--- src/rtl/regfile_wb_sequencer.sv ---
// Write-back sequencer for the single register-file write port.
// Merges ALU results and load data in age order, retires one write per cycle
// through a registered port, buffers deferred writes in a 2-entry FIFO and
// exposes pending writes to the operand-read path through a bypass.
module regfile_wb_sequencer #(
    parameter int XLEN = 32,
    parameter int AW   = 5
) (
    input  logic            clk,
    input  logic            rst,
    input  logic            alu_valid,
    input  logic [AW-1:0]   alu_rd,
    input  logic [XLEN-1:0] alu_data,
    output logic            alu_ready,
    input  logic            ld_valid,
    input  logic [AW-1:0]   ld_rd,
    input  logic [XLEN-1:0] ld_data,
    output logic            rf_we,
    output logic [AW-1:0]   rf_waddr,
    output logic [XLEN-1:0] rf_wdata,
    output logic [1:0]      wb_src,
    input  logic [AW-1:0]   rs1_addr,
    input  logic [AW-1:0]   rs2_addr,
    output logic            rs1_hit,
    output logic            rs2_hit,
    output logic [XLEN-1:0] rs1_data,
    output logic [XLEN-1:0] rs2_data,
    output logic [1:0]      pend_cnt
);

    localparam logic [1:0] SRC_NONE = 2'b00;
    localparam logic [1:0] SRC_ALU  = 2'b01;
    localparam logic [1:0] SRC_LD   = 2'b10;
    localparam logic [1:0] SRC_FIFO = 2'b11;

    // FIFO storage: entry 0 is the head (oldest), entry 1 the second slot.
    logic [AW-1:0]   q_rd   [2];
    logic [XLEN-1:0] q_data [2];
    logic [1:0]      cnt;

    // Surviving requests of this cycle, compacted in age order.
    logic [AW-1:0]   c_rd   [4];
    logic [XLEN-1:0] c_data [4];
    logic [1:0]      c_src  [4];
    logic [2:0]      n;

    logic ld_live;
    logic alu_live;

    assign ld_live   = ld_valid && (ld_rd != '0);
    assign alu_ready = !((cnt == 2'd2) && ld_live);
    assign alu_live  = alu_valid && alu_ready && (alu_rd != '0);
    assign pend_cnt  = cnt;

    // Gather FIFO head, FIFO second slot, load, ALU into an age-ordered list.
    // The ready rule guarantees at most three survivors, so index 3 stays unused.
    always_comb begin
        n = '0;
        for (int unsigned i = 0; i < 4; i++) begin
            c_rd[i]   = '0;
            c_data[i] = '0;
            c_src[i]  = SRC_NONE;
        end
        if (cnt != 2'd0) begin
            c_rd[n[1:0]]   = q_rd[0];
            c_data[n[1:0]] = q_data[0];
            c_src[n[1:0]]  = SRC_FIFO;
            n              = n + 3'd1;
        end
        if (cnt == 2'd2) begin
            c_rd[n[1:0]]   = q_rd[1];
            c_data[n[1:0]] = q_data[1];
            c_src[n[1:0]]  = SRC_FIFO;
            n              = n + 3'd1;
        end
        if (ld_live) begin
            c_rd[n[1:0]]   = ld_rd;
            c_data[n[1:0]] = ld_data;
            c_src[n[1:0]]  = SRC_LD;
            n              = n + 3'd1;
        end
        if (alu_live) begin
            c_rd[n[1:0]]   = alu_rd;
            c_data[n[1:0]] = alu_data;
            c_src[n[1:0]]  = SRC_ALU;
            n              = n + 3'd1;
        end
    end

    // Oldest survivor goes to the write port; the next two refill the FIFO.
    always_ff @(posedge clk or negedge rst) begin
        if (!rst) begin
            rf_we     <= 1'b0;
            rf_waddr  <= '0;
            rf_wdata  <= '0;
            wb_src    <= SRC_NONE;
            cnt       <= '0;
            q_rd[0]   <= '0;
            q_rd[1]   <= '0;
            q_data[0] <= '0;
            q_data[1] <= '0;
        end else begin
            rf_we  <= (n != 3'd0);
            wb_src <= c_src[0];
            if (n != 3'd0) begin
                rf_waddr <= c_rd[0];
                rf_wdata <= c_data[0];
            end
            q_rd[0]   <= c_rd[1];
            q_data[0] <= c_data[1];
            q_rd[1]   <= c_rd[2];
            q_data[1] <= c_data[2];
            cnt       <= (n > 3'd1) ? 2'(n - 3'd1) : 2'd0;
        end
    end

    // Youngest pending write wins: FIFO tail, then head, then output register.
    function automatic logic [XLEN:0] lookup(
        input logic [AW-1:0]   a,
        input logic [1:0]      occ,
        input logic [AW-1:0]   rd0,
        input logic [XLEN-1:0] d0,
        input logic [AW-1:0]   rd1,
        input logic [XLEN-1:0] d1,
        input logic            we,
        input logic [AW-1:0]   wa,
        input logic [XLEN-1:0] wd
    );
        logic [XLEN:0] r;
        r = '0;
        if (a != '0) begin
            if ((occ == 2'd2) && (rd1 == a))      r = {1'b1, d1};
            else if ((occ != 2'd0) && (rd0 == a)) r = {1'b1, d0};
            else if (we && (wa == a))             r = {1'b1, wd};
        end
        return r;
    endfunction

    // Operand bypass for both read ports.
    always_comb begin
        {rs1_hit, rs1_data} = lookup(rs1_addr, cnt, q_rd[0], q_data[0], q_rd[1], q_data[1],
                                     rf_we, rf_waddr, rf_wdata);
        {rs2_hit, rs2_data} = lookup(rs2_addr, cnt, q_rd[0], q_data[0], q_rd[1], q_data[1],
                                     rf_we, rf_waddr, rf_wdata);
    end

endmodule

--- config.mk ---
export PLATFORM = sky130hd
export DESIGN_NAME = regfile_wb_sequencer
export DESIGN_NICKNAME = d
export VERILOG_FILES = /design/src/rtl/regfile_wb_sequencer.sv
export SDC_FILE = /design/constraint.sdc
export NUM_CORES = 1
export LEC_CHECK = 0
export ABC_AREA = 1
export CAP_MARGIN = 10
export CELL_PAD_IN_SITES_DETAIL_PLACEMENT = 2
export CELL_PAD_IN_SITES_GLOBAL_PLACEMENT = 2
export CORE_MARGIN = 2
export CORE_UTILIZATION = 24
export CTS_BUF_LIST = sky130_fd_sc_hd__clkbuf_16
export DETAILED_ROUTE_END_ITERATION = 12
export HOLD_SLACK_MARGIN = 0.02
export PLACE_DENSITY_LB_ADDON = 0.1
export REMOVE_ABC_BUFFERS = 1
export SETUP_SLACK_MARGIN = 0.1
export SLEW_MARGIN = 20
export SYNTH_ARGS = -nofsm -noshare
export SYNTH_HDL_FRONTEND = slang
export SYNTH_SLANG_ARGS = --single-unit
--- constraint.sdc ---
create_clock -name clk -period 2.3 [get_ports clk]
set_input_delay 0.46 -clock clk [delete_from_list [all_inputs] [get_ports clk]]
set_output_delay 0.46 -clock clk [all_outputs]
set_load 0.01 [all_outputs]
Yosys cells after proc, flatten, opt, wreduce, memory -nomap -nowiden
Cells that the tools add are included.
{"block": "word_totals", "ff_bits": 116, "input_bits": 88, "output_inout_bits": 109}
{"block": "classes", "addsub": 4, "n_lt_le_gt_ge": 7, "n_eq_ne": 7, "n_mux": 49, "n_bitwise": 10, "reduce_logical": 20}
{"cell": "128-bit bitwise mux", "n": 3}
{"cell": "128-bit 2-to-1 mux", "n": 3}
{"cell": "33-bit 2-to-1 mux", "n": 8}
{"cell": "32-bit demux with 2-bit select", "n": 3}
{"cell": "32-bit 2-to-1 mux", "n": 4}
{"cell": "20-bit bitwise mux", "n": 3}
{"cell": "20-bit 2-to-1 mux", "n": 3}
{"cell": "5-bit demux with 2-bit select", "n": 3}
{"cell": "5-bit == test", "n": 6}
{"cell": "8-bit 2-to-1 mux", "n": 3}
{"cell": "5-bit 2-to-1 mux", "n": 4}
{"cell": "5-bit nonzero test", "n": 4}
{"cell": "1-bit logical AND", "n": 13}
{"cell": "2-bit demux with 2-bit select", "n": 3}
{"cell": "2-bit 2-to-1 mux", "n": 5}
{"cell": "3-bit by 1-bit adder with 3-bit output (second input constant)", "n": 3}
{"cell": "3-bit greater-or-equal comparator (second input constant)", "n": 3}
{"cell": "3-bit by 1-bit less-than comparator with 1-bit output (second input constant)", "n": 3}
{"cell": "3-bit 2-to-1 mux", "n": 3}
{"cell": "2-bit NOT with 3-bit output", "n": 3}
{"cell": "4-bit AND", "n": 2}
{"cell": "4-bit NOT", "n": 2}
{"cell": "4-bit OR", "n": 2}
{"cell": "8-bit OR", "n": 1}
{"cell": "other kinds (7)", "n": 7}

Longest topological paths before layout
Gate-level depths: netlist of run 1.
{"block": "depth", "word_depth": 14, "mapped_depth": 18, "ltp_nobuf": 14}

Worst setup path before layout of run 1
No wires, ideal clock.
{"block": "synth_timing", "path_type": "reg2reg", "startpoint": "reg cnt[0], in the netlist pend_cnt[0]", "endpoint": "reg rf_waddr[0]", "setup_ns": 0.077, "arrival_time_ns": 2.525, "required_ns": 2.223, "path_slack_ns": -0.302, "path_stages_with_launch": 18, "n_path_buf": 5, "period_less_slack_ns": 2.602, "cell_sequence": "dfrtp_1 -> buf_6 -> nor2_8 -> nand3_1 -> nand2_1 -> inv_1 -> nand2_1 -> buf_2 -> buf_4 -> nand3_1 -> inv_1 -> ha_1 -> clkbuf_1 -> clkbuf_1 -> a21oi_1 -> o21ai_0 -> inv_1 -> a21oi_1"}
{"element": "from (decl)", "line_no": "39", "rtl": "logic [1:0] cnt;"}
{"element": "from (signal assigned)", "line_no": "113", "rtl": "cnt <= (n > 3'd1) ? 2'(n - 3'd1) : 2'd0;"}
{"element": "2-bit == test (*)", "line_no": "51", "rtl": "assign alu_ready = !((cnt == 2'd2) && ld_live);"}
{"element": "1-bit logical AND (*)", "line_no": "51"}
{"element": "1-bit zero test (*)", "line_no": "51"}
{"element": "via alu_ready", "line_no": "14", "rtl": "output logic alu_ready,"}
{"element": "1-bit logical AND (*) (2 in a row)", "line_no": "52", "rtl": "assign alu_live = alu_valid && alu_ready && (alu_rd != '0);"}
{"element": "3-bit 2-to-1 mux", "line_no": "82", "rtl": "if (alu_live) begin"}
{"element": "3-bit nonzero test", "line_no": "105", "rtl": "if (n != 3'd0) begin"}
{"element": "to (signal assigned)", "line_no": "106", "rtl": "rf_waddr <= c_rd[0];"}
{"element": "to (decl)", "line_no": "19", "rtl": "output logic [AW-1:0] rf_waddr,"}
Mark *: on every way through the listed nets, which the timed path passes. The rest lies on a longest branch.
A chain may end at the register's enable or synchronous reset.

Worst setup path in the final report of run 1
{"block": "layout_timing", "startpoint": "reg q_rd[8] (netlist name)", "endpoint": "out rs1_data[23]"}
{"block": "layout_via", "elab_chain_cells": 5}
{"element": "from (decl)", "line_no": "37", "rtl": "logic [AW-1:0] q_rd [2];"}
{"element": "5-bit == test", "line_no": "133", "rtl": "else if ((occ != 2'd0) && (rd0 == a)) r = {1'b1, d0};"}
{"element": "1-bit logical AND", "line_no": "133"}
{"element": "33-bit 2-to-1 mux", "line_no": "133"}
{"element": "33-bit 2-to-1 mux", "line_no": "132", "rtl": "if ((occ == 2'd2) && (rd1 == a)) r = {1'b1, d1};"}
{"element": "33-bit 2-to-1 mux", "line_no": "131", "rtl": "if (a != '0) begin"}
{"element": "to (decl)", "line_no": "26", "rtl": "output logic [XLEN-1:0] rs1_data,"}
No other way between the ends.

==> flow_metrics.py, run 1 <==
metrics = {
    "yosys": {
        "synthCells": 1419,
        "synthTopCellsByCount": "324 x nand2_1, 181 x nor2_1, 175 x inv_1",
        "ys_seq_elements": 116,
        "synthTopCellsByArea": "dfrtp_1 33%, nand2_1 14%, nand4_1 9.1%",
        "synthArstFlopShare_pct": 100,
        "ys_seq_area_share_pct": 32.9,
        "syn_avg_cell_area_um2": 6.22,
        "synth_edf_count": 0,
        "yosysTopAreaCell": "dfrtp_1",
        "synth.cell_area_mm2": 0.00883,
        "synth_top_area_share_pct": 32.9,
        "synth-main-ff-cell": "dfrtp_1",
        "synth.most_common_cell": "nand2_1",
        "synth_warnings": 0,
        "ys_types": 31,
    },
    "floorplanning": {
        "core_mm2": 0.0364,
        "die-height_um": 196,
        "die_w_um": 196,
        "start_util_pct": 24.2,
        "io_pins": 197,
        "dieArea_mm2": 0.0383,
        "fp-row-count": 70,
    },
    "worst_hold_path": {
        "min_to": "q_rd[4]$_DFF_PN0_",
        "min_path_cells": 3,
        "hp-class": "in -> reg",
        "worstHoldStart": "ld_rd[4]",
    },
    "cts": {
        "cts_buffers": 17,
        "h-tree-depth": 4,
        "clock_latency_ns": 0.46,
        "path_clk_slew_ns": 0.06,
        "numClockSinks": 116,
        "clockBufferDepth": 2,
        "cts_tree": "done",
        "clockRootBuffer": "clkbuf_16",
    },
    "global_route": {
        "grt_overflow": 0,
        "grtUsageTotal_pct": 30.6,
        "grt_max_degree": 39,
        "grt_pass1_wl_um": 86700,
        "grt_pass1_vias": 13493,
        "antenna_found_initial": 0,
    },
    "power_and_ir_drop": {
        "combinationalPowerShare_pct": 65.0,
        "p_seq_share_pct": 19.5,
        "peakVddDrop_mv": 0.660,
        "p_per_area_mw_per_mm2": 1190,
        "clockPowerShare_pct": 15.5,
        "p_int_w": 0.00976,
        "static-leakage-power_nw": 7.17,
        "netSwitchingFraction_pct": 48.5,
        "power_switching_w": 0.00919,
    },
    "critical_path": {
        "max_stage_delay_ns": 0.43,
        "path_max_fanout": 6,
        "crit_family": "simple AND/OR/NAND/NOR gates",
        "path_cells": "inv_1, nand2_1, nand2_1, nor2_4, nand3_4, nand3_4, buf_12, buf_12, nand3_1, nor2_2, buf_2",
        "cp_num_buf_inv": 4,
        "arrival_ns": 2.42,
        "worstSetupPathType": "reg -> out",
        "start_kind": "flip-flop",
        "crit_path_end_kind": "output port",
        "reg2reg_depth": 17,
        "r2r_slack_ns": -0.26,
        "crit_slowest_cell": "dfrtp_2",
        "crit-reg2reg-launch": "pend_cnt[1]$_DFF_PN0_",
        "r2r-end": "rf_wdata[3]$_DFFE_PN0P_",
        "worstPathRequired_ns": 1.84,
    },
    "drt": {
        "drc": 0,
        "antenna_left": 0,
        "dr.pass1.iters": 5,
        "drtIter0Drc": 803,
        "drt-total-wl_um": 63700,
        "wl_per_cell_um": 27.8,
        "vias": 12651,
        "routed_via_density": 5.51,
    },
    "layout": {
        "fill_cells": 4055,
        "nets": 1904,
        "drive_gt1_share_pct": 36.8,
        "antenna_cells": 0,
        "area_growth_syn_to_layout_pct": 80.6,
    },
    "timing": {
        "setup_violations": 102,
        "rsz0062_at_grt": "true",
        "period_share_pct": 125,
        "slew_violations": 0,
        "fmax_mhz": 347,
        "hold_viol_final": 0,
        "fin_skew_ns": 0.0124,
        "setup_slack_ns": -0.579,
        "slew_headroom_pct": 51.1,
        "tightestPinTransition_ns": 0.734,
        "setup-tns-final_ns": -36.03,
        "fin_crit_ns": 2.88,
    },
    "status": {
        "status": "finished with violations",
        "violations": "setup timing",
    },
    "placed_design": {
        "numPortBuffers": 196,
        "place_congestion": 0.844,
        "hpwl_um": 37000,
        "dp_slack_ns": -1.17,
    },
    "flow_run": {
        "drv_cap": 0,
    },
}
==> sequential cells by signal (all words and copies together), names as in the netlist <==
register,count
q_data,64
rf_wdata,32
q_rd,10
rf_waddr,5
pend_cnt,2
wb_src,2
rf_we,1
==> worst reg2reg max path: cells and delay by family (launching register included) <==
family                     cells  cell delay (ns)
DFF                            1             0.41
buffers and inverters          8             0.92
AOI/OAI and AO/OA              3             0.34
adders and majority gates      1             0.26
and+or+nand+nor                5             0.55
==> placed cells by master, fill, tap and decap left out, types with 5 or more instances in the layout <==
master and count:
a21oi_1 50, a21oi_2 25, buf_12 56, buf_16 11, buf_2 44, buf_4 162
buf_6 59, buf_8 6, clkbuf_16 25, clkbuf_2 5, clkdlybuf4s50_1 112, dfrtp_1 107
dfrtp_2 9, dlygate4sd2_1 10, inv_1 166, inv_2 23, nand2_1 280, nand2_2 30
nand2_4 17, nand3_1 56, nand3_2 33, nand3_4 23, nand4_1 129, nor2_1 81
nor2_2 71, nor2_4 40, o21ai_0 108, o21ai_1 37, o21ai_2 7
==> metrics by stage <==
step | hold slack [ns] | area, µm² | instances | utilization, % | total power (W)
after floorplan | 0.164 | 8340 | 1316 | - | 0.00713
final | 0.470 | 15900 | 2295 | 43.8 | 0.0190
after global routing | 0.485 | 15900 | 2295 | 43.8 | 0.0198
after CTS | 0.383 | 14400 | 2248 | 39.6 | 0.0167
after detailed placement | 0.483 | 12800 | 2158 | 35.0 | 0.0124
after global placement | 0.484 | 12800 | 2158 | 35.0 | 0.0122
==> worst max-delay path by stage <==
stage | startpoint | endpoint | slack, ns | depth (start not counted)
floorplan | ld_rd[4] | rf_waddr[4]$_DFFE_PN0P_ | -1.72 | 14
global placement | rs2_addr[2] | rs2_data[3] | -1.09 | 10
detailed placement | rs2_addr[2] | rs2_data[3] | -1.17 | 10
CTS | q_rd[1]$_DFF_PN0_ | rs2_data[17] | -0.44 | 9
global route | q_rd[8]$_DFF_PN0_ | rs1_data[23] | -0.63 | 11
finish | q_rd[8]$_DFF_PN0_ | rs1_data[23] | -0.58 | 11
==> cell families after synthesis <==
| family | count (synthesis) | share of synthesized area (%) |
|---|---|---|
| buf+inv | 294 | 13.6 |
| fa+ha+maj | 2 | 0.283 |
| compound gates | 240 | 13.8 |
| xor+xnor | 2 | 0.198 |
| simple gates | 765 | 39.2 |
| flops | 116 | 32.9 |
==> power groups by stage <==
stage / combinational, W / clock (W) / sequential [W]
finish: 0.0123 / 0.00294 / 0.00370
global route: 0.0130 / 0.00302 / 0.00378
CTS: 0.0102 / 0.00292 / 0.00357
detailed placement: 0.00886 / 0 / 0.00358
floorplan: 0.00362 / 0 / 0.00351
global placement: 0.00864 / 0 / 0.00355
==> layout make-up <==
type	count	area, µm²	share of cell area (%)
Multi-Input combinational cell	1009	5960	37.4
Timing Repair Buffer	479	5130	32.2
Sequential cell	116	2910	18.3
Inverter	191	748	4.69
Tap cell	468	586	3.67
Clock buffer	17	425	2.67
Clock inverter	15	174	1.09
==> what timing repair did <==
action,4_1_cts,5_1_grt
setup buffers,46,42
resized for setup,445,326
pin swaps,60,111
gates cloned,11,8
endpoints found under the setup margin,106,108
hold buffers,1,0
endpoints found under the hold margin,30,0
==> metal layers <==
metal / share of wire, % / track usage (%) / wire length (µm) / vias to the layer above
met1: 41 / 37.9 / 26200 / 6505
met2: 49 / 53.6 / 31400 / 543
met3: 5.2 / 5.31 / 3330 / 158
li1: - / - / - / 5445
met4: 4.4 / 10.5 / 2800 / 0
met5: 0 / 0 / 0 / -
(Power assumes the default switching activity.)
==> inputs of run 2 (changes only) <==
Settings changed: SKIP_LAST_GASP set to 1.
==> run 2 against run 1 <==
Effect of this change: the flow still finishes with violations (setup timing); final cell count down 0.74%; fmax up 1.7%; count of clock-buffer cells in the layout unchanged; via count down 3.4%; die area unchanged; critical endpoint is now rs2_data[1].
==> flow_metrics.py, run 2 (synthesis results as in run 1) <==
metrics = {
    "critical_path": {
        "worstSetupPathType": "reg -> out",
        "r2r-end": "rf_waddr[2]$_DFFE_PN0P_",
        "crit-reg2reg-launch": "pend_cnt[0]$_DFF_PN0_",
        "start_kind": "flip-flop",
        "worstPathRequired_ns": 1.84,
        "path_max_fanout": 5,
        "reg2reg_depth": 17,
        "crit_path_end_kind": "output port",
        "arrival_ns": 2.37,
        "r2r_slack_ns": -0.08,
    },
    "drt": {
        "dr.pass1.iters": 5,
        "vias": 12221,
        "wl_per_cell_um": 26.3,
        "drtIter0Drc": 851,
        "drt-total-wl_um": 59900,
        "drc": 0,
        "routed_via_density": 5.36,
        "antenna_left": 0,
    },
    "cts": {
        "numClockSinks": 116,
        "cts_tree": "done",
        "path_clk_slew_ns": 0.05,
        "h-tree-depth": 4,
        "clockBufferDepth": 2,
        "clock_latency_ns": 0.46,
        "clockRootBuffer": "clkbuf_16",
        "cts_buffers": 17,
    },
    "placed_design": {
        "hpwl_um": 37000,
        "place_congestion": 0.844,
        "dp_slack_ns": -1.17,
        "placed_cell_area_mm2": 0.0128,
        "numPortBuffers": 196,
    },
    "layout": {
        "regMostFlops": "q_data",
        "reg_top3": "q_data (64), rf_wdata (32), q_rd (10)",
        "antenna_cells": 0,
        "fill_cells": 4169,
        "final_common_cell": "nand2_1",
        "nets": 1887,
        "area_growth_syn_to_layout_pct": 72.9,
        "regArea_mm2": 0.00291,
        "largest_register_ffs": 64,
        "fin_area_mm2": 0.0153,
        "multi_input_area_mm2": 0.00568,
        "drive_gt1_share_pct": 34.5,
        "final_cell_mix": "310 x nand2_1, 170 x buf_4, 166 x inv_1",
    },
    "worst_hold_path": {
        "min_path_cells": 3,
        "worstHoldStart": "ld_rd[4]",
        "hp-class": "in -> reg",
        "min_to": "q_rd[4]$_DFF_PN0_",
    },
    "global_route": {
        "grtUsageTotal_pct": 30.2,
        "grt_overflow": 0,
        "grt_pass1_wl_um": 85700,
        "antenna_found_initial": 0,
        "globalRouteMet1Util_pct": 37.6,
        "grt_pass1_vias": 13384,
        "grt_max_degree": 39,
        "grt-busiest-layer": "met2",
        "use_met3_pct": 5.12,
        "grt_util_met2_pct": 53.1,
    },
    "floorplanning": {
        "fp-row-count": 70,
        "die-height_um": 196,
        "io_pins": 197,
        "start_util_pct": 24.2,
        "core_mm2": 0.0364,
        "die_w_um": 196,
        "dieArea_mm2": 0.0383,
    },
    "timing": {
        "hold_viol_final": 0,
        "fin_skew_ns": 0.00780,
        "tightestPinTransition_ns": 0.873,
        "rsz0062_at_grt": "true",
        "fin_crit_ns": 2.83,
        "setup_violations": 74,
        "period_share_pct": 123,
        "fmax_mhz": 353,
        "setup-tns-final_ns": -28.77,
        "slew_headroom_pct": 41.8,
        "slew_violations": 0,
        "setup_slack_ns": -0.530,
    },
    "status": {
        "violations": "setup timing",
        "status": "finished with violations",
    },
    "power_and_ir_drop": {
        "peakVddDrop_mv": 0.666,
        "p_per_area_mw_per_mm2": 1200,
        "static-leakage-power_nw": 6.96,
    },
    "flow_run": {
        "drv_cap": 0,
    },
}
-- run 2: cell types whose count changed in the layout (fill, tap and decap cells not counted), sizes merged --
cell           delta
dlygate4sd2       -1
buf              -22
clkdlybuf4s15     +8
bufbuf            +1
clkbuf            -3
-- run 2: power breakdown --
group | switching, W | leakage (nW) | internal [W] | total [W]
combinational | 0.00680 | 5.16 | 0.00488 | 0.0117
clock | 0.00114 | 0.306 | 0.00178 | 0.00293
sequential | 0.000907 | 1.50 | 0.00279 | 0.00369
total | 0.00885 | 6.96 | 0.00945 | 0.0183
-- run 2: how the worst max path moves through the flow --
stage,startpoint,cells after the start,to,slack (ns)
floorplan,ld_rd[4],14,rf_waddr[4]$_DFFE_PN0P_,-1.72
global placement,rs2_addr[2],10,rs2_data[3],-1.09
detailed placement,rs2_addr[2],10,rs2_data[3],-1.17
CTS,q_rd[1]$_DFF_PN0_,10,rs2_data[13],-0.44
global route,rf_waddr[3]$_DFFE_PN0P_,10,rs2_data[6],-0.65
finish,q_rd[1]$_DFF_PN0_,10,rs2_data[1],-0.53
-- run 2: metal layers --
| layer | share of wire, % | vias up |
|---|---|---|
| li1 | - | 5405 |
| met1 | 42 | 6213 |
| met2 | 49 | 465 |
| met3 | 5.5 | 138 |
| met4 | 3.6 | 0 |
| met5 | 0 | - |
-- run 2: metrics by stage --
step / cells / utilization [%] / total power, W / hold slack (ns)
2_1_floorplan: 1316 / - / 0.00713 / 0.164
3_3_place_gp: 2158 / 35.0 / 0.0122 / 0.484
3_5_place_dp: 2158 / 35.0 / 0.0124 / 0.483
4_1_cts: 2248 / 39.5 / 0.0166 / 0.383
5_1_grt: 2278 / 41.9 / 0.0192 / 0.348
6_report: 2278 / 41.9 / 0.0183 / 0.323
-- run 2: what timing repair did --
| item | CTS | global route |
|---|---|---|
| pin swaps | 60 | 99 |
| buffers inserted | 46 | 28 |
| gates resized for setup | 412 | 250 |
| gates cloned | 11 | 3 |
| hold endpoints to repair | 30 | 0 |
| hold buffers | 1 | 0 |
| endpoints found under the setup margin | 106 | 108 |
-- run 2: layout make-up --
type / instances / share of cell area (%)
Tap cell: 468 / 3.84
Sequential cell: 116 / 19.1
Timing Repair Buffer: 462 / 31.1
Multi-Input combinational cell: 1009 / 37.2
Clock inverter: 15 / 1.14
Inverter: 191 / 4.89
Clock buffer: 17 / 2.79
-- run 2: worst max-delay path, cell delays in order, from the launching register on --
cell and delay, ns:
dfrtp_2 0.45, xor2_1 0.18, buf_4 0.15, nor2_4 0.14, nand3_4 0.14, nand3_4 0.21
buf_8 0.16, buf_4 0.10, nand3_1 0.08, nor2_2 0.14, buf_2 0.16
